`src/rtl/tcam_fanout_router.sv`:
```
// Multi-bank ternary routing table: each packet is compared against every entry,
// and every hit is emitted (destination, weight, address) one per handshake in ascending address order.
module tcam_fanout_router #(
    parameter int unsigned ID_Width      = 4,
    parameter int unsigned Axon_Width    = 2,
    parameter int unsigned Synapse_Width = 2,
    parameter int unsigned Bits          = ID_Width + Axon_Width + Synapse_Width,
    parameter int unsigned Words         = 16,
    parameter int unsigned AddressSize   = $clog2(Words),
    parameter int unsigned BankSize      = 2,
    parameter int unsigned Weight_Width  = 4
) (
    input  logic                     clk,
    input  logic                     rst,
    input  logic                     cfg_we,
    input  logic                     cfg_flush,
    output logic                     cfg_ready,
    input  logic [AddressSize-1:0]   cfg_addr,
    input  logic [Bits-1:0]          cfg_data,
    input  logic [Bits-1:0]          cfg_care,
    input  logic                     cfg_vld,
    input  logic [ID_Width-1:0]      cfg_dst,
    input  logic [Weight_Width-1:0]  cfg_weight,
    input  logic [BankSize-1:0]      bank_en,
    input  logic                     pkt_valid,
    output logic                     pkt_ready,
    input  logic [Bits-1:0]          pkt_key,
    output logic                     out_valid,
    input  logic                     out_ready,
    output logic [ID_Width-1:0]      out_dst,
    output logic [Weight_Width-1:0]  out_weight,
    output logic [AddressSize-1:0]   out_addr,
    output logic                     out_last,
    output logic                     miss,
    output logic [AddressSize:0]     hit_count
);

    localparam int unsigned BankDepth = Words / BankSize;
    localparam int unsigned CntW      = AddressSize + 1;

    typedef enum logic [1:0] {IDLE, MATCH, EMIT} state_t;

    state_t state, state_nxt;

    logic [Bits-1:0]         key_mem    [Words];
    logic [Bits-1:0]         care_mem   [Words];
    logic [ID_Width-1:0]     dst_mem    [Words];
    logic [Weight_Width-1:0] weight_mem [Words];
    logic [Words-1:0]        vld;

    logic [Bits-1:0]         key_q;
    logic [BankSize-1:0]     bank_en_q;
    logic [Words-1:0]        hitline;
    logic [Words-1:0]        pending;
    logic [CntW-1:0]         hit_total;
    logic [CntW-1:0]         hit_cnt_q;
    logic [AddressSize-1:0]  first_addr;
    logic                    is_last;
    logic                    idle;
    logic                    handshake;

    assign idle      = (state == IDLE);
    assign handshake = (state == EMIT) && out_ready;

    // Entry payload RAM; a flush in the same cycle drops the write
    always_ff @(posedge clk) begin
        if (idle && cfg_we && !cfg_flush) begin
            key_mem[cfg_addr]    <= cfg_data;
            care_mem[cfg_addr]   <= cfg_care;
            dst_mem[cfg_addr]    <= cfg_dst;
            weight_mem[cfg_addr] <= cfg_weight;
        end
    end

    always_ff @(posedge clk or posedge rst) begin
        if (rst) begin
            vld <= '0;
        end else if (idle) begin
            if (cfg_flush)
                vld <= '0;
            else if (cfg_we)
                vld[cfg_addr] <= cfg_vld;
        end
    end

    for (genvar g = 0; g < Words; g++) begin : g_cmp
        assign hitline[g] = vld[g] & bank_en_q[g / BankDepth] &
                            (((key_mem[g] ^ key_q) & care_mem[g]) == '0);
    end

    always_comb begin
        hit_total = '0;
        for (int unsigned i = 0; i < Words; i++)
            hit_total = hit_total + CntW'(hitline[AddressSize'(i)]);
    end

    // Lowest pending address wins
    always_comb begin
        first_addr = '0;
        for (int i = Words - 1; i >= 0; i--)
            if (pending[AddressSize'(i)])
                first_addr = AddressSize'(i);
    end

    assign is_last = ((pending & (pending - Words'(1))) == '0);

    always_ff @(posedge clk or posedge rst) begin
        if (rst) begin
            key_q     <= '0;
            bank_en_q <= '0;
            pending   <= '0;
            hit_cnt_q <= '0;
        end else begin
            if (idle && pkt_valid) begin
                key_q     <= pkt_key;
                bank_en_q <= bank_en;
            end
            if (state == MATCH) begin
                pending   <= hitline;
                hit_cnt_q <= hit_total;
            end else if (handshake) begin
                pending <= pending & ~(Words'(1) << first_addr);
            end
        end
    end

    always_ff @(posedge clk or posedge rst) begin
        if (rst) state <= IDLE;
        else     state <= state_nxt;
    end

    always_comb begin
        state_nxt = state;
        case (state)
            IDLE:    if (pkt_valid) state_nxt = MATCH;
            MATCH:   state_nxt = (hitline == '0) ? IDLE : EMIT;
            EMIT:    if (out_ready && is_last) state_nxt = IDLE;
            default: state_nxt = IDLE;
        endcase
    end

    always_comb begin
        pkt_ready  = idle;
        cfg_ready  = idle;
        miss       = 1'b0;
        out_valid  = 1'b0;
        out_addr   = '0;
        out_dst    = '0;
        out_weight = '0;
        out_last   = 1'b0;
        hit_count  = '0;
        case (state)
            MATCH: miss = (hitline == '0);
            EMIT: begin
                out_valid  = 1'b1;
                out_addr   = first_addr;
                out_dst    = dst_mem[first_addr];
                out_weight = weight_mem[first_addr];
                out_last   = is_last;
                hit_count  = hit_cnt_q;
            end
            default: ;
        endcase
    end

endmodule
```
`config.mk`:
```
export PLATFORM = sky130hd
export DESIGN_NAME = tcam_fanout_router
export DESIGN_NICKNAME = d
export VERILOG_FILES = /design/src/rtl/tcam_fanout_router.sv
export SDC_FILE = /design/constraint.sdc
export NUM_CORES = 1
export LEC_CHECK = 0
export BUFFER_PORTS_ARGS = -buffer_cell sky130_fd_sc_hd__buf_2
export CORE_MARGIN = 2
export CORE_UTILIZATION = 59
export CTS_CLUSTER_DIAMETER = 40
export DETAILED_ROUTE_END_ITERATION = 8
export PLACE_DENSITY_LB_ADDON = 0.3
export SYNTH_ARGS = -nofsm -noshare
export SYNTH_HDL_FRONTEND = slang
export SYNTH_SLANG_ARGS = --single-unit
```
`constraint.sdc`:
```
create_clock -name clk -period 6.1 [get_ports clk]
set_clock_uncertainty 0.15 [all_clocks]
set_input_delay 1.22 -clock clk [delete_from_list [all_inputs] [get_ports clk]]
set_output_delay 1.22 -clock clk [all_outputs]
set_load 0.01 [all_outputs]
```
# Word-level counts from Yosys, hierarchy flattened
# Memory sizes are Yosys's and may differ from the RTL's.
# Index checks and enable logic that the tools add are counted.
[classes]
add_sub_neg = 16
order_cmp = 2
eq_ne = 4
shift = 1
mux = 28
n_bitwise = 67
n_reduce_logical = 30
[ops]
columns = ["cell", "n"]
rows = [
  ["bitwise AND 8 bit", 16],
  ["logical NOT 8 bit", 16],
  ["XOR 8 bit", 16],
  ["2-to-1 mux 16 bit", 4],
  ["adder 5 x 1 -> 5 bit", 11],
  ["2-to-1 mux 4 bit", 11],
  ["bitwise AND 1 bit", 32],
  ["bitwise AND 16 bit", 2],
  ["logical NOT 16 bit", 2],
  ["bitwise mux 16 bit", 1],
  ["NOT 16 bit", 1],
  ["<< shifter 1 x 4 -> 16 bit (first input constant)", 1],
  ["subtractor 16 x 1 -> 16 bit (second input constant)", 1],
  ["logical AND 1 bit", 6],
  ["2-to-1 mux 1 bit", 6],
  ["2-to-1 mux 2 bit", 3],
  ["one-hot mux 2 bit (3 select lines)", 1],
  ["adder 4 x 1 -> 5 bit", 1],
  ["< comparator 4 x 5 -> 1 bit (second input constant)", 1],
  ["2-to-1 mux 5 bit", 1],
  ["adder 3 x 1 -> 4 bit", 1],
  ["demux 1 bit (select 4 bit)", 1],
  [">= comparator 4 x 1 -> 1 bit (second input constant)", 1],
  ["AND reduction 2 bit", 2],
  ["other kinds (9)", 10],
]
[word_totals]
register_bits = 49
ramBits = 384
input_bits = 45
output_inout_bits = 22
wordCells = 158
mem_count = 4
[mem_list]
columns = ["name", "depth", "width", "rd", "rd_ports_with_merged_regs", "write_ports", "line", "text"]
rows = [
  ["care_mem", 16, 8, 16, 0, 1, "46", "logic [Bits-1:0] care_mem [Words];"],
  ["key_mem", 16, 8, 16, 0, 1, "45", "logic [Bits-1:0] key_mem [Words];"],
  ["dst_mem", 16, 4, 1, 0, 1, "47", "logic [ID_Width-1:0] dst_mem [Words];"],
  ["weight_mem", 16, 4, 1, 0, 1, "48", "logic [Weight_Width-1:0] weight_mem [Words];"],
]

# Depth between registers and ports, before layout
# Gate-level depths: netlist (run 1).
[logic_depth]
ltp_word = 19
mapped_depth = 20
mapped_depth_nobuf = 18

# Worst setup path after synthesis (run 1)
# OpenSTA, ideal clock, no wires.
[synth_timing]
path_type = "register to register"
from = "register key_q[4]"
to = "register hit_cnt_q[4]"
setup_ps = 83
arrival_time_ps = 4402
required_ps = 5867
setup_slack_ps = 1466
stages_incl_launch_ff = 20
n_path_buf = 2
synth_period_minus_slack_ps = 4634
path_cell_list = "dfrtp_1 buf_4 buf_4 xor2_1 a22o_1 a221oi_1 nand3_1 inv_1 fa_1 fa_1 inv_1 fa_1 inv_1 fa_1 ha_1 inv_1 fa_1 nor2b_1 o21ai_0 o21ai_0"
[synth_between]
elab_chain_cells = 19
word_cells_on_any_way = 79
cone_classes = "15 x add/sub; 48 x bitwise; 16 x reduce/logical"
[synth_lines]
columns = ["element", "line", "text"]
rows = [
  ["start, declared", "51", "logic [Bits-1:0] key_q;"],
  ["start signal, assigned", "115", "key_q <= pkt_key;"],
  ["XOR 8 bit", "88", "(((key_mem[g] ^ key_q) & care_mem[g]) == '0);"],
  ["bitwise AND 8 bit", "88", ""],
  ["logical NOT 8 bit", "88", ""],
  ["bitwise AND 1 bit", "87", "assign hitline[g] = vld[g] & bank_en_q[g / BankDepth] &"],
  ["adder 1 x 1 -> 2 bit", "94", "hit_total = hit_total + CntW'(hitline[AddressSize'(i)]);"],
  ["adder 2 x 1 -> 3 bit", "94", ""],
  ["adder 3 x 1 -> 4 bit", "94", ""],
  ["adder 4 x 1 -> 5 bit", "94", ""],
  ["adder 5 x 1 -> 5 bit (10 in a row)", "94", ""],
  ["adder 5 x 1 -> 5 bit *", "94", ""],
  ["end signal, assigned", "120", "hit_cnt_q <= hit_total;"],
  ["end, declared", "56", "logic [CntW-1:0] hit_cnt_q;"],
]
# Every way passes the cells marked *; elsewhere a longest branch is shown, timed or not.
# A chain may end at the register's enable or synchronous reset.

# Worst setup path after layout (run 1)
# Ends and elaborated chain as after synthesis.

==> flow_summary.json, run 1 <==
{
  "post_synthesis_net_count": 1028,
  "number_of_max_cap_violations": 0,
  "placed_cells_incl_taps": 1344,
  "cp-startpoint": "key_q[4]",
  "syn2layout_area_growth_pct": 14.03,
  "timing.max_slew.rel_slack_pct": 22.28,
  "synth_enable_flop_cells": 320,
  "report.final.slew_viol_count": 0,
  "synth_register_bits": 369,
  "chipHeight_um": 163.4,
  "slowest_library_cell_on_the_worst_path": "sky130_fd_sc_hd__dfrtp_1",
  "grt_antenna_before_repair": 0,
  "tritoncts": "done",
  "postCtsSetupBuffers": 0,
  "floorplan_row_count": 58,
  "crit_chain": "xor2_1, a22o_1, a221oi_1, nand3_1, fa_1, fa_1, fa_1, inv_1, fa_1, ha_1, inv_1, fa_1, nor2b_1, o21ai_0, o21ai_0",
  "globalRouteMet2Util_pct": 38.76,
  "cts_hold_repair.buffers": 0,
  "critPathTopFamily": "adder cells",
  "worstPathBufferInverterCount": 2,
  "final-setup-viol-count": 0,
  "path_class": "reg2reg",
  "finalCritPeriodShare_pct": 84.97,
  "drt_iter0_drc": 984,
  "tritoncts.num_buffers": 43,
  "most_common_library_cell_in_the_layout_ignoring_fill_and_taps": "sky130_fd_sc_hd__edfxtp_1",
  "detailedPlacementHpwl_um": 19330,
  "cts_max_level": 2,
  "reg2reg_to": "hit_cnt_q[4]",
  "drive_gt1_share_pct": 17.66,
  "total_area_of_multi_input_combinational_cells_um2": 3837,
  "power-per-cell-area_nw_per_um2": 331.5,
  "global_route.usage.total_pct": 23.93,
  "grt_use_met3_pct": 3.327,
  "cts_sinks": 369,
  "grt_pass1_wl_um": 47640,
  "worstSetupStartpointType": "flip-flop",
  "cp.arrival_ns": 5.47,
  "gate_count_of_the_mapped_netlist": 967,
  "groute.layer.met1.usage_pct": 34.32,
  "synth_area_leader_cell": "sky130_fd_sc_hd__edfxtp_1",
  "routed_wl_um": 31220,
  "worst-r2r-setup-slack_ns": 0.92,
  "fp.dieW_um": 163.4,
  "yosysSeqAreaShare_pct": 72.32,
  "final.min_clock_period_ns": 5.183,
  "antenna_violating_nets_post_route": 0,
  "clk_pin_slew_ns": 0.05,
  "ioPinCount": 67,
  "die_area_um2": 26690,
  "ys.warnings.count": 0,
  "slowest_delay_ns": 0.78,
  "layout.cells.most_common_list": "sky130_fd_sc_hd__edfxtp_1 (320), sky130_fd_sc_hd__xor2_1 (130), sky130_fd_sc_hd__buf_2 (65)",
  "synth_flop_cell": "sky130_fd_sc_hd__edfxtp_1",
  "worst_hold_path_ep": "hit_cnt_q[1]",
  "diodes": 0,
  "synth.distinct_cells": 47,
  "cellLeakagePower_nw": 6.326,
  "synth_area_per_cell_um2": 15.49,
  "synth_top_cell_area_share_pct": 64.13,
  "fmaxAchievable_mhz": 192.9,
  "worst_ep_required_ns": 6.38,
  "clk-insertion-delay-late_ns": 0.54,
  "cts-root-buf": "sky130_fd_sc_hd__clkbuf_16",
  "irDropWorstVdd_v": 0.0002281,
  "worstSetupPathDepth": 15,
  "post_drt_wl_per_cell_um": 21.94,
  "vias": 8322,
  "worstHoldPathCells": 2,
  "cpMostUsedCell": "sky130_fd_sc_hd__fa_1",
  "place.port_buffers": 65,
  "status": "complete, no violations",
  "grt_setup_unrepaired": "false",
  "drc_errors": 0,
  "grt_remaining_overflow": 0,
  "stdcell_count": 1423,
  "grt_most_used_layer": "met2",
  "clock_tree.buffer_depth": 3,
  "post_synth_main_area_contributors": "sky130_fd_sc_hd__edfxtp_1 (64%), sky130_fd_sc_hd__dfrtp_1 (8.2%), sky130_fd_sc_hd__xor2_1 (7.6%), sky130_fd_sc_hd__a21oi_1 (1.9%), sky130_fd_sc_hd__mux2_2 (1.4%)",
  "crit-reg2reg-launch": "key_q[4]",
  "syn_area_um2": 14980,
  "vias_in_the_first_global_route": 8407,
  "timing_hold_violations_final": 0,
  "critPathMaxFanout": 12,
  "core_region_area_um2": 25040,
  "worst-r2r-cell-count": 15,
  "grt_max_degree": 50,
  "finalNetCount": 1120,
  "transition_time_at_the_pin_with_the_least_slew_margin_ns": 1.162,
  "class_of_the_worst_hold_path": "reg2reg",
  "critical_path.endpoint_type": "flip-flop",
  "area_taken_by_flip_flops_and_latches_um2": 10840,
  "viasPerCell": 5.848,
  "setup-tns-final_ns": 0,
  "fill_cells": 1651,
  "cts_resized": 0,
  "routabilityCongestion": 0.8900,
  "dr.pass1.iters": 6,
  "async_reset_ff_share_pct": 13.28,
  "initial_core_util_pct": 59.85,
  "hold_path_startpoint": "hit_cnt_q[1]"
}
-- per-stage QoR --
| stage | total power [mW] | util (%) | worst slack (ns) | hold WS (ns) | cell area, µm² |
|---|---|---|---|---|---|
| floorplan | 3.144 | - | 1.466 | 0.2918 | 14980 |
| CTS | 5.695 | 68.24 | 0.9280 | 0.3433 | 17090 |
| global placement | 3.278 | 62.80 | 1.094 | 0.3327 | 15720 |
| global route | 5.839 | 68.24 | 0.5194 | 0.3609 | 17090 |
| finish | 5.664 | 68.24 | 0.9165 | 0.3370 | 17090 |
| detailed placement | 3.284 | 62.80 | 0.9428 | 0.3312 | 15720 |
-- power by group --
group | total [mW] | internal [mW] | switching, mW
Clock | 2.43 | 1.41 | 1.02
Sequential | 2.84 | 2.78 | 0.0593
Combinational | 0.399 | 0.157 | 0.242
Total | 5.66 | 4.35 | 1.32
-- kinds of logic (layout without fill, tap and decap cells) --
group           count (synthesis)  count (layout)  synth area share [%]
flops                         369             369                 72.32
compound gates                169             169                 7.223
simple gates                  160             160                 5.152
xor+xnor                      130             130                 7.599
buf+inv                        73             199                 2.347
mux                            47              47                 3.365
fa+ha+maj                      18              18                 1.971
other cells                     1               1               0.02503
-- metal layers --
metal | routed length (µm) | up-vias
li1 | - | 3779
met1 | 13570 | 4188
met2 | 15130 | 292
met3 | 1743 | 63
met4 | 779 | 0
met5 | 0 | -
-- state kept, by name, indices dropped and copies added (netlist names) --
name	cells
bank_en_q	2
care_mem	128
dst_mem	32
hit_cnt_q	5
key_mem	128
key_q	8
pending	16
state	2
vld	16
weight_mem	32
-- Yosys cell counts (2+ instances only) --
cell	n
sky130_fd_sc_hd__a21o_1	2
sky130_fd_sc_hd__a21oi_1	58
sky130_fd_sc_hd__a221oi_1	16
sky130_fd_sc_hd__a222oi_1	16
sky130_fd_sc_hd__a22o_1	16
sky130_fd_sc_hd__and2_1	8
sky130_fd_sc_hd__buf_1	3
sky130_fd_sc_hd__buf_2	11
sky130_fd_sc_hd__buf_4	11
sky130_fd_sc_hd__buf_6	3
sky130_fd_sc_hd__clkbuf_1	18
sky130_fd_sc_hd__dfrtp_1	49
sky130_fd_sc_hd__edfxtp_1	320
sky130_fd_sc_hd__fa_1	10
sky130_fd_sc_hd__ha_1	6
sky130_fd_sc_hd__inv_1	27
sky130_fd_sc_hd__maj3_1	2
sky130_fd_sc_hd__mux2_1	9
sky130_fd_sc_hd__mux2_2	18
sky130_fd_sc_hd__mux2i_1	20
sky130_fd_sc_hd__nand2_1	48
sky130_fd_sc_hd__nand2b_1	10
sky130_fd_sc_hd__nand3_1	24
sky130_fd_sc_hd__nand3b_1	3
sky130_fd_sc_hd__nand4_1	3
sky130_fd_sc_hd__nor2_1	40
sky130_fd_sc_hd__nor2b_1	2
sky130_fd_sc_hd__nor3_1	12
sky130_fd_sc_hd__nor4_1	3
sky130_fd_sc_hd__o211ai_1	3
sky130_fd_sc_hd__o21ai_0	36
sky130_fd_sc_hd__o21ai_1	14
sky130_fd_sc_hd__o22ai_1	2
sky130_fd_sc_hd__o311ai_0	2
sky130_fd_sc_hd__xor2_1	130
-- final cells by class --
cell class | instances | share of cell area [%]
flip-flops and latches | 369 | 63.42
multi-input cells | 525 | 22.46
clock buffers | 50 | 6.510
repair buffers | 93 | 3.134
well taps | 330 | 2.417
clock inverters | 29 | 1.465
inverters | 27 | 0.5932
-- worst min-delay path: cells and delay by family (launching register included) --
| family | cells | cell delay, ns |
|---|---|---|
| AO/OA/AOI/OAI | 1 | 0.06 |
| flip-flops | 1 | 0.35 |
| AND/OR/NAND/NOR | 1 | 0.05 |
-- worst max-delay path by stage --
stage                        end  slack (ns)
finish              hit_cnt_q[4]        0.92
global route        hit_cnt_q[4]        0.52
CTS                 hit_cnt_q[4]        0.93
detailed placement  hit_cnt_q[4]        0.94
global placement    hit_cnt_q[4]        1.09
floorplan           hit_cnt_q[4]        1.47
Power figures use the tool's default switching activity.
==> inputs of run 2 (changes only) <==
--- a/config.mk
+++ b/config.mk
@@ -5,6 +5,7 @@
 export SDC_FILE = /design/constraint.sdc
 export NUM_CORES = 1
 export LEC_CHECK = 0
+export ABC_AREA = 1
 export BUFFER_PORTS_ARGS = -buffer_cell sky130_fd_sc_hd__buf_2
 export CORE_MARGIN = 2
 export CORE_UTILIZATION = 59
==> constraint.sdc (replaced) <==
create_clock -name clk -period 5.4 [get_ports clk]
set_clock_uncertainty 0.15 [all_clocks]
set_input_delay 1.08 -clock clk [delete_from_list [all_inputs] [get_ports clk]]
set_output_delay 1.08 -clock clk [all_outputs]
set_load 0.01 [all_outputs]
==> run 2 against run 1 <==
Net effect: register-to-register slack worse by 0.60 ns; count of clock-buffer cells in the layout fell by 1; synthesized area is 5.5% higher; sequential power up 13%; sequential share of layout area down 3.5 points; clock power increased by 24%; hold slack improved by 0.016 ns; global-route usage up 2.6 points; sequential cell count unchanged; cell count grew 34%; final area up 5.9%; largest power group unchanged.
==> flow_summary.json, run 2 <==
{
  "number_of_max_cap_violations": 0,
  "fmaxAchievable_mhz": 196.9,
  "power_switching_share_pct": 23.19,
  "most_common_library_cell_in_the_layout_ignoring_fill_and_taps": "sky130_fd_sc_hd__nand2_1",
  "drive_gt1_share_pct": 15.43,
  "floorplan_row_count": 59,
  "internal_power_mw": 5.175,
  "diodes": 0,
  "grt_max_degree": 50,
  "biggestRegsByFlops": "care_mem (128), key_mem (128)",
  "dr.pass1.iters": 6,
  "vias_in_the_first_global_route": 10320,
  "clock_tree.buffer_depth": 3,
  "core_region_area_um2": 26210,
  "place.port_buffers": 65,
  "class_of_the_worst_hold_path": "reg2reg",
  "synth_area_per_cell_um2": 10.94,
  "ys.warnings.count": 0,
  "path_class": "reg2reg",
  "tritoncts.num_buffers": 43,
  "critPathMaxFanout": 22,
  "cts_max_level": 2,
  "drt_iter0_drc": 1218,
  "synth_common_cells": "sky130_fd_sc_hd__nand2_1 (349), sky130_fd_sc_hd__edfxtp_1 (320), sky130_fd_sc_hd__nor2_1 (184), sky130_fd_sc_hd__inv_1 (144), sky130_fd_sc_hd__nand3_1 (107)",
  "cp.arrival_ns": 5.32,
  "power_frac_comb_pct": 7.5,
  "synth_enable_flop_cells": 320,
  "post_synth_main_area_contributors": "sky130_fd_sc_hd__edfxtp_1 (61%), sky130_fd_sc_hd__nand2_1 (8.3%), sky130_fd_sc_hd__dfrtp_1 (7.8%), sky130_fd_sc_hd__nor2_1 (4.4%), sky130_fd_sc_hd__inv_1 (3.4%)",
  "layout.cells.most_common_list": "sky130_fd_sc_hd__nand2_1 (349), sky130_fd_sc_hd__edfxtp_1 (320), sky130_fd_sc_hd__nor2_1 (176)",
  "seq_power_share_pct": 47.6,
  "final.min_clock_period_ns": 5.079,
  "syn2layout_area_growth_pct": 14.48,
  "slowest_delay_ns": 0.65,
  "switching_power_summed_over_all_nets_mw": 1.563,
  "worst-r2r-cell-count": 18,
  "fp.dieW_um": 167.7,
  "cts_sinks": 369,
  "setup_slack_ns": 0.3208,
  "gate_count_of_the_mapped_netlist": 1445,
  "clk-insertion-delay-late_ns": 0.54,
  "finalCritPeriodShare_pct": 94.06,
  "global_route.usage.total_pct": 26.56,
  "async_reset_ff_share_pct": 13.28,
  "grt_remaining_overflow": 0,
  "globalRouteMet2Util_pct": 42.00,
  "cellLeakagePower_nw": 7.355,
  "report.final.slew_viol_count": 0,
  "transition_time_at_the_pin_with_the_least_slew_margin_ns": 1.137,
  "worst_ep_required_ns": 5.64,
  "power_share_of_the_clock_group_pct": 44.8,
  "status": "complete, no violations",
  "worstSetupStartpointType": "flip-flop",
  "synth_top_cell_area_share_pct": 60.81,
  "stdcell_count": 1910,
  "synth_register_bits": 369,
  "grt_setup_unrepaired": "false",
  "timing_hold_violations_final": 0,
  "setup-tns-final_ns": 0,
  "clk_pin_slew_ns": 0.06,
  "post_drt_wl_per_cell_um": 19.28,
  "power_mw": 6.738,
  "groute.layer.met1.usage_pct": 36.76,
  "viasPerCell": 5.627,
  "die_area_um2": 28110,
  "finalNetCount": 1605,
  "power-per-cell-area_nw_per_um2": 372.5,
  "crit_chain": "o21ai_0, a21oi_1, nor3_1, nand3_1, inv_1, fa_1, inv_1, fa_1, fa_1, inv_1, fa_1, ha_1, inv_1, fa_1, nor2_1, nor2_1, nand2_1, o21ai_0",
  "synth_flop_cell": "sky130_fd_sc_hd__edfxtp_1",
  "detailedPlacementHpwl_um": 24110,
  "postCtsSetupBuffers": 0,
  "post-place-ws_ns": 0.4313,
  "drc_errors": 0,
  "routed_wl_um": 36820,
  "tritoncts": "done",
  "placed_cells_incl_taps": 1834,
  "grt_antenna_before_repair": 0,
  "routabilityCongestion": 0.8729,
  "grt_use_met3_pct": 4.562,
  "irDropWorstVdd_v": 0.0004351,
  "initial_core_util_pct": 60.30,
  "grt_most_used_layer": "met2",
  "chipHeight_um": 167.7,
  "critical_path.endpoint_type": "flip-flop",
  "yosysSeqAreaShare_pct": 68.57,
  "cts_resized": 0,
  "cpMostUsedCell": "sky130_fd_sc_hd__fa_1",
  "syn_area_um2": 15800,
  "timing.max_slew.rel_slack_pct": 23.79,
  "cts-root-buf": "sky130_fd_sc_hd__clkbuf_16",
  "vias": 10750,
  "slowest_library_cell_on_the_worst_path": "sky130_fd_sc_hd__dfrtp_1",
  "antenna_violating_nets_post_route": 0,
  "post_synthesis_net_count": 1506,
  "cts_hold_repair.buffers": 0,
  "ioPinCount": 67,
  "final-setup-viol-count": 0,
  "most_numerous_cell_in_the_yosys_netlist": "sky130_fd_sc_hd__nand2_1",
  "grt_pass1_wl_um": 56550,
  "worstHoldPathCells": 2,
  "synth_area_leader_cell": "sky130_fd_sc_hd__edfxtp_1",
  "synth.distinct_cells": 37
}
[run 2: cell types whose count changed after synthesis, sizes merged, moves of 20 or more]
cell   change
nand3     +83
nor3      +25
nor2     +153
inv      +125
nand2    +302
xor2     -128
a21oi     -31
mux2      -27
mux2i     -20
or2       +37
[run 2: cell type report]
class                      count  area [µm²]
sequential                   369       10840
fill                        1787        8117
multi-input combinational    879        4197
clock buffer                  49        1119
inverter                     154       578.1
timing repair buffer          97       565.5
tap                          335       419.2
clock inverter                27       376.6
[run 2: path summary, 6_finish.rpt]
path	endpoint	start	slack, ns
max in group asynchronous	vld[12]	rst	3.98
min	hit_cnt_q[1]	hit_cnt_q[1]	0.35
min in group asynchronous	bank_en_q[1]	rst	0.62
min reg2reg	hit_cnt_q[1]	hit_cnt_q[1]	0.35
max	hit_cnt_q[2]	key_q[2]	0.32
max reg2reg	hit_cnt_q[2]	key_q[2]	0.32
[run 2: metal layers]
metal  up-vias  part of all wire [%]  wire length (µm)
met4         0                   4.4              1622
met5         -                     0                 0
met1      5133                    41             15100
met2       492                    47             17150
met3        89                   8.0              2947
li1       5034                     -                 -
[run 2: cell families (layout without fill, tap and decap cells)]
| family | Yosys count | count (layout) | share of synthesized area (%) |
|---|---|---|---|
| AND/OR/NAND/NOR | 730 | 730 | 19.44 |
| flip-flops | 369 | 369 | 68.57 |
| buffers and inverters | 197 | 327 | 5.060 |
| AO/OA/AOI/OAI | 129 | 129 | 4.996 |
| adder cells (fa/ha/maj) | 16 | 16 | 1.742 |
| XOR/XNOR | 3 | 3 | 0.1663 |
| other | 1 | 1 | 0.02373 |
[run 2: worst max-delay path: cells and delay by family (launching register included)]
| kind | cells | cell delay (ns) |
|---|---|---|
| adders and majority gates | 6 | 2.41 |
| and+or+nand+nor | 5 | 1.00 |
| DFF | 1 | 0.65 |
| AOI/OAI and AO/OA | 3 | 0.39 |
| buffers and inverters | 4 | 0.34 |
[run 2: power by group through the flow]
stage                     sequential (mW)  combinational, mW  clock [mW]
after floorplan                      3.21              0.369           0
after global placement               3.26              0.484           0
after detailed placement             3.27              0.501           0
after CTS                            3.21              0.507        3.05
after global routing                 3.22              0.563        3.17
final                                3.21              0.508        3.02
[run 2: through the flow]
| step | util (%) | hold WS, ns | area [µm²] |
|---|---|---|---|
| after detailed placement | 63.32 | 0.3324 | 16590 |
| after global placement | 63.32 | 0.3176 | 16590 |
| after CTS | 69.03 | 0.3465 | 18090 |
| final | 69.03 | 0.3533 | 18090 |
| after global routing | 69.03 | 0.4111 | 18090 |
| after floorplan | - | 0.2997 | 15800 |
==> inputs of run 3 (changes only) <==
--- a/config.mk
+++ b/config.mk
@@ -8,7 +8,7 @@
 export ABC_AREA = 1
 export BUFFER_PORTS_ARGS = -buffer_cell sky130_fd_sc_hd__buf_2
 export CORE_MARGIN = 2
-export CORE_UTILIZATION = 59
+export CORE_UTILIZATION = 32
 export CTS_CLUSTER_DIAMETER = 40
 export DETAILED_ROUTE_END_ITERATION = 8
 export PLACE_DENSITY_LB_ADDON = 0.3
==> run 3 against run 2 <==
Net effect: critical path depth unchanged; routed wire length grew 4.8%; sequential share of layout area shrank 1.9 points; die area grew 82%; count of clock-buffer cells in the layout rose by 11; non-clock buffer count down 3; maximum frequency increased by 3.0%; power up 4.3%; sequential cell count unchanged; via count decreased by 5.2%; first-iteration DRC count is 44% lower; critical path type unchanged; largest power group is now clock.
==> flow_summary.json, run 3 (synthesized netlist as in run 2, its figures left out) <==
{
  "power_share_of_the_clock_group_pct": 47.2,
  "class_of_the_worst_hold_path": "reg2reg",
  "tritoncts": "done",
  "grt_setup_unrepaired": "false",
  "worst_ep_required_ns": 5.69,
  "cts_sinks": 369,
  "cts_hold_repair.buffers": 0,
  "post_drt_wl_per_cell_um": 17.13,
  "drive_gt1_share_pct": 15.61,
  "crit-reg2reg-launch": "key_q[3]",
  "cts_max_level": 2,
  "timing.max_slew.rel_slack_pct": 31.64,
  "post-place-ws_ns": 0.4867,
  "hold_path_startpoint": "hit_cnt_q[1]",
  "syn2layout_area_growth_pct": 18.18,
  "power_switching_share_pct": 24.02,
  "power_mw": 7.028,
  "worstSetupStartpointType": "flip-flop",
  "initial_core_util_pct": 32.35,
  "place.port_buffers": 65,
  "finalNetCount": 1609,
  "most_common_library_cell_in_the_layout_ignoring_fill_and_taps": "sky130_fd_sc_hd__nand2_1",
  "internal_power_mw": 5.340,
  "detailedPlacementHpwl_um": 25570,
  "vias": 10190,
  "irDropWorstVdd_v": 0.0002575,
  "viasPerCell": 4.524,
  "core_region_area_um2": 48850,
  "final-setup-viol-count": 0,
  "path_class": "reg2reg",
  "clock_tree.buffer_depth": 3,
  "antenna_violating_nets_post_route": 0,
  "grt_max_degree": 50,
  "grt_remaining_overflow": 0,
  "clk-insertion-delay-late_ns": 0.57,
  "timing_hold_violations_final": 0,
  "postCtsSetupBuffers": 0,
  "power_frac_comb_pct": 7.3,
  "grt_pass1_wl_um": 58750,
  "die_area_um2": 51170,
  "fmaxAchievable_mhz": 202.7,
  "switching_power_summed_over_all_nets_mw": 1.688,
  "report.final.slew_viol_count": 0,
  "ioPinCount": 67,
  "floorplan_row_count": 81,
  "cts-root-buf": "sky130_fd_sc_hd__clkbuf_16",
  "status": "complete, no violations",
  "chipHeight_um": 226.2,
  "layout.cells.most_common_list": "sky130_fd_sc_hd__nand2_1 (349), sky130_fd_sc_hd__edfxtp_1 (320), sky130_fd_sc_hd__nor2_1 (176)",
  "grt_antenna_before_repair": 0,
  "fp.dieW_um": 226.2,
  "biggestRegsByFlops": "care_mem (128), key_mem (128)",
  "power-per-cell-area_nw_per_um2": 376.3,
  "diodes": 0,
  "cp.arrival_ns": 5.22,
  "cp-startpoint": "key_q[3]",
  "stdcell_count": 2253,
  "critPathMaxFanout": 18,
  "vias_in_the_first_global_route": 9704,
  "final.min_clock_period_ns": 4.933,
  "setup-tns-final_ns": 0,
  "drc_errors": 0,
  "number_of_max_cap_violations": 0,
  "cellLeakagePower_nw": 7.436,
  "transition_time_at_the_pin_with_the_least_slew_margin_ns": 1.023,
  "setup_slack_ns": 0.4675,
  "placed_cells_incl_taps": 2160,
  "post_route_utilization_pct": 38.23,
  "clk_pin_slew_ns": 0.05,
  "fill_cells": 4725,
  "dr.pass1.iters": 5,
  "routed_wl_um": 38600,
  "cts_resized": 0,
  "drt_iter0_drc": 688,
  "global_route.usage.total_pct": 15.43,
  "seq_power_share_pct": 45.5,
  "finalCritPeriodShare_pct": 91.34,
  "critical_path.endpoint_type": "flip-flop",
  "tritoncts.num_buffers": 50,
  "routabilityCongestion": 0.8353
}
==> run 3: through the flow <==
| stage | hold slack, ns | cell area (µm²) |
|---|---|---|
| floorplan | 0.2997 | 15800 |
| global placement | 0.3283 | 16980 |
| detailed placement | 0.3242 | 16980 |
| CTS | 0.3378 | 18670 |
| global route | 0.3774 | 18670 |
| finish | 0.3310 | 18670 |
==> run 3: final cells by class <==
cell class / count / area [µm²] / share of cell area, %
flip-flops and latches: 369 / 10840 / 58.02
clock buffers: 60 / 1310 / 7.015
well taps: 664 / 830.8 / 4.449
repair buffers: 94 / 543.0 / 2.908
inverters: 154 / 578.1 / 3.095
clock inverters: 33 / 385.4 / 2.064
multi-input cells: 879 / 4192 / 22.45
==> run 3: final timing paths <==
path / end / slack [ns] / cells after the start
worst min-delay path: hit_cnt_q[1] / 0.33 / 2
max in group asynchronous: key_q[1] / 4.00 / 3
worst max register to register: hit_cnt_q[2] / 0.47 / 18
worst min register to register: hit_cnt_q[1] / 0.33 / 2
worst max-delay path: hit_cnt_q[2] / 0.47 / 18
min in group asynchronous: vld[6] / 0.58 / 3
==> run 3: worst max-delay path, cell delays in order (launching register included) <==
cell and delay (ns):
sky130_fd_sc_hd__dfrtp_1 0.55, sky130_fd_sc_hd__buf_4 0.27, sky130_fd_sc_hd__or2_2 0.29, sky130_fd_sc_hd__nand3_1 0.06, sky130_fd_sc_hd__nand2_1 0.06, sky130_fd_sc_hd__inv_1 0.07
sky130_fd_sc_hd__nand3_1 0.22, sky130_fd_sc_hd__fa_1 0.55, sky130_fd_sc_hd__fa_1 0.50, sky130_fd_sc_hd__fa_1 0.49, sky130_fd_sc_hd__inv_1 0.05, sky130_fd_sc_hd__fa_1 0.48
sky130_fd_sc_hd__ha_1 0.17, sky130_fd_sc_hd__inv_1 0.07, sky130_fd_sc_hd__fa_1 0.42, sky130_fd_sc_hd__nor2_1 0.17, sky130_fd_sc_hd__nor2_1 0.06, sky130_fd_sc_hd__nand2_1 0.09
sky130_fd_sc_hd__o21ai_0 0.07
==> run 3: layer usage <==
layer | GRT usage, % | wire [µm] | vias to the layer above
li1 | - | - | 5047
met1 | 21.55 | 18150 | 4866
met2 | 24.47 | 17660 | 222
met3 | 2.667 | 1864 | 58
met4 | 4.817 | 921 | 0
met5 | 0 | 0 | -
==> run 3: power groups by stage <==
stage / registers, mW / logic, mW / clock network, mW
floorplan: 3.21 / 0.369 / 0
global placement: 3.25 / 0.510 / 0
detailed placement: 3.25 / 0.518 / 0
CTS: 3.20 / 0.519 / 3.39
global route: 3.20 / 0.581 / 3.51
finish: 3.20 / 0.511 / 3.32
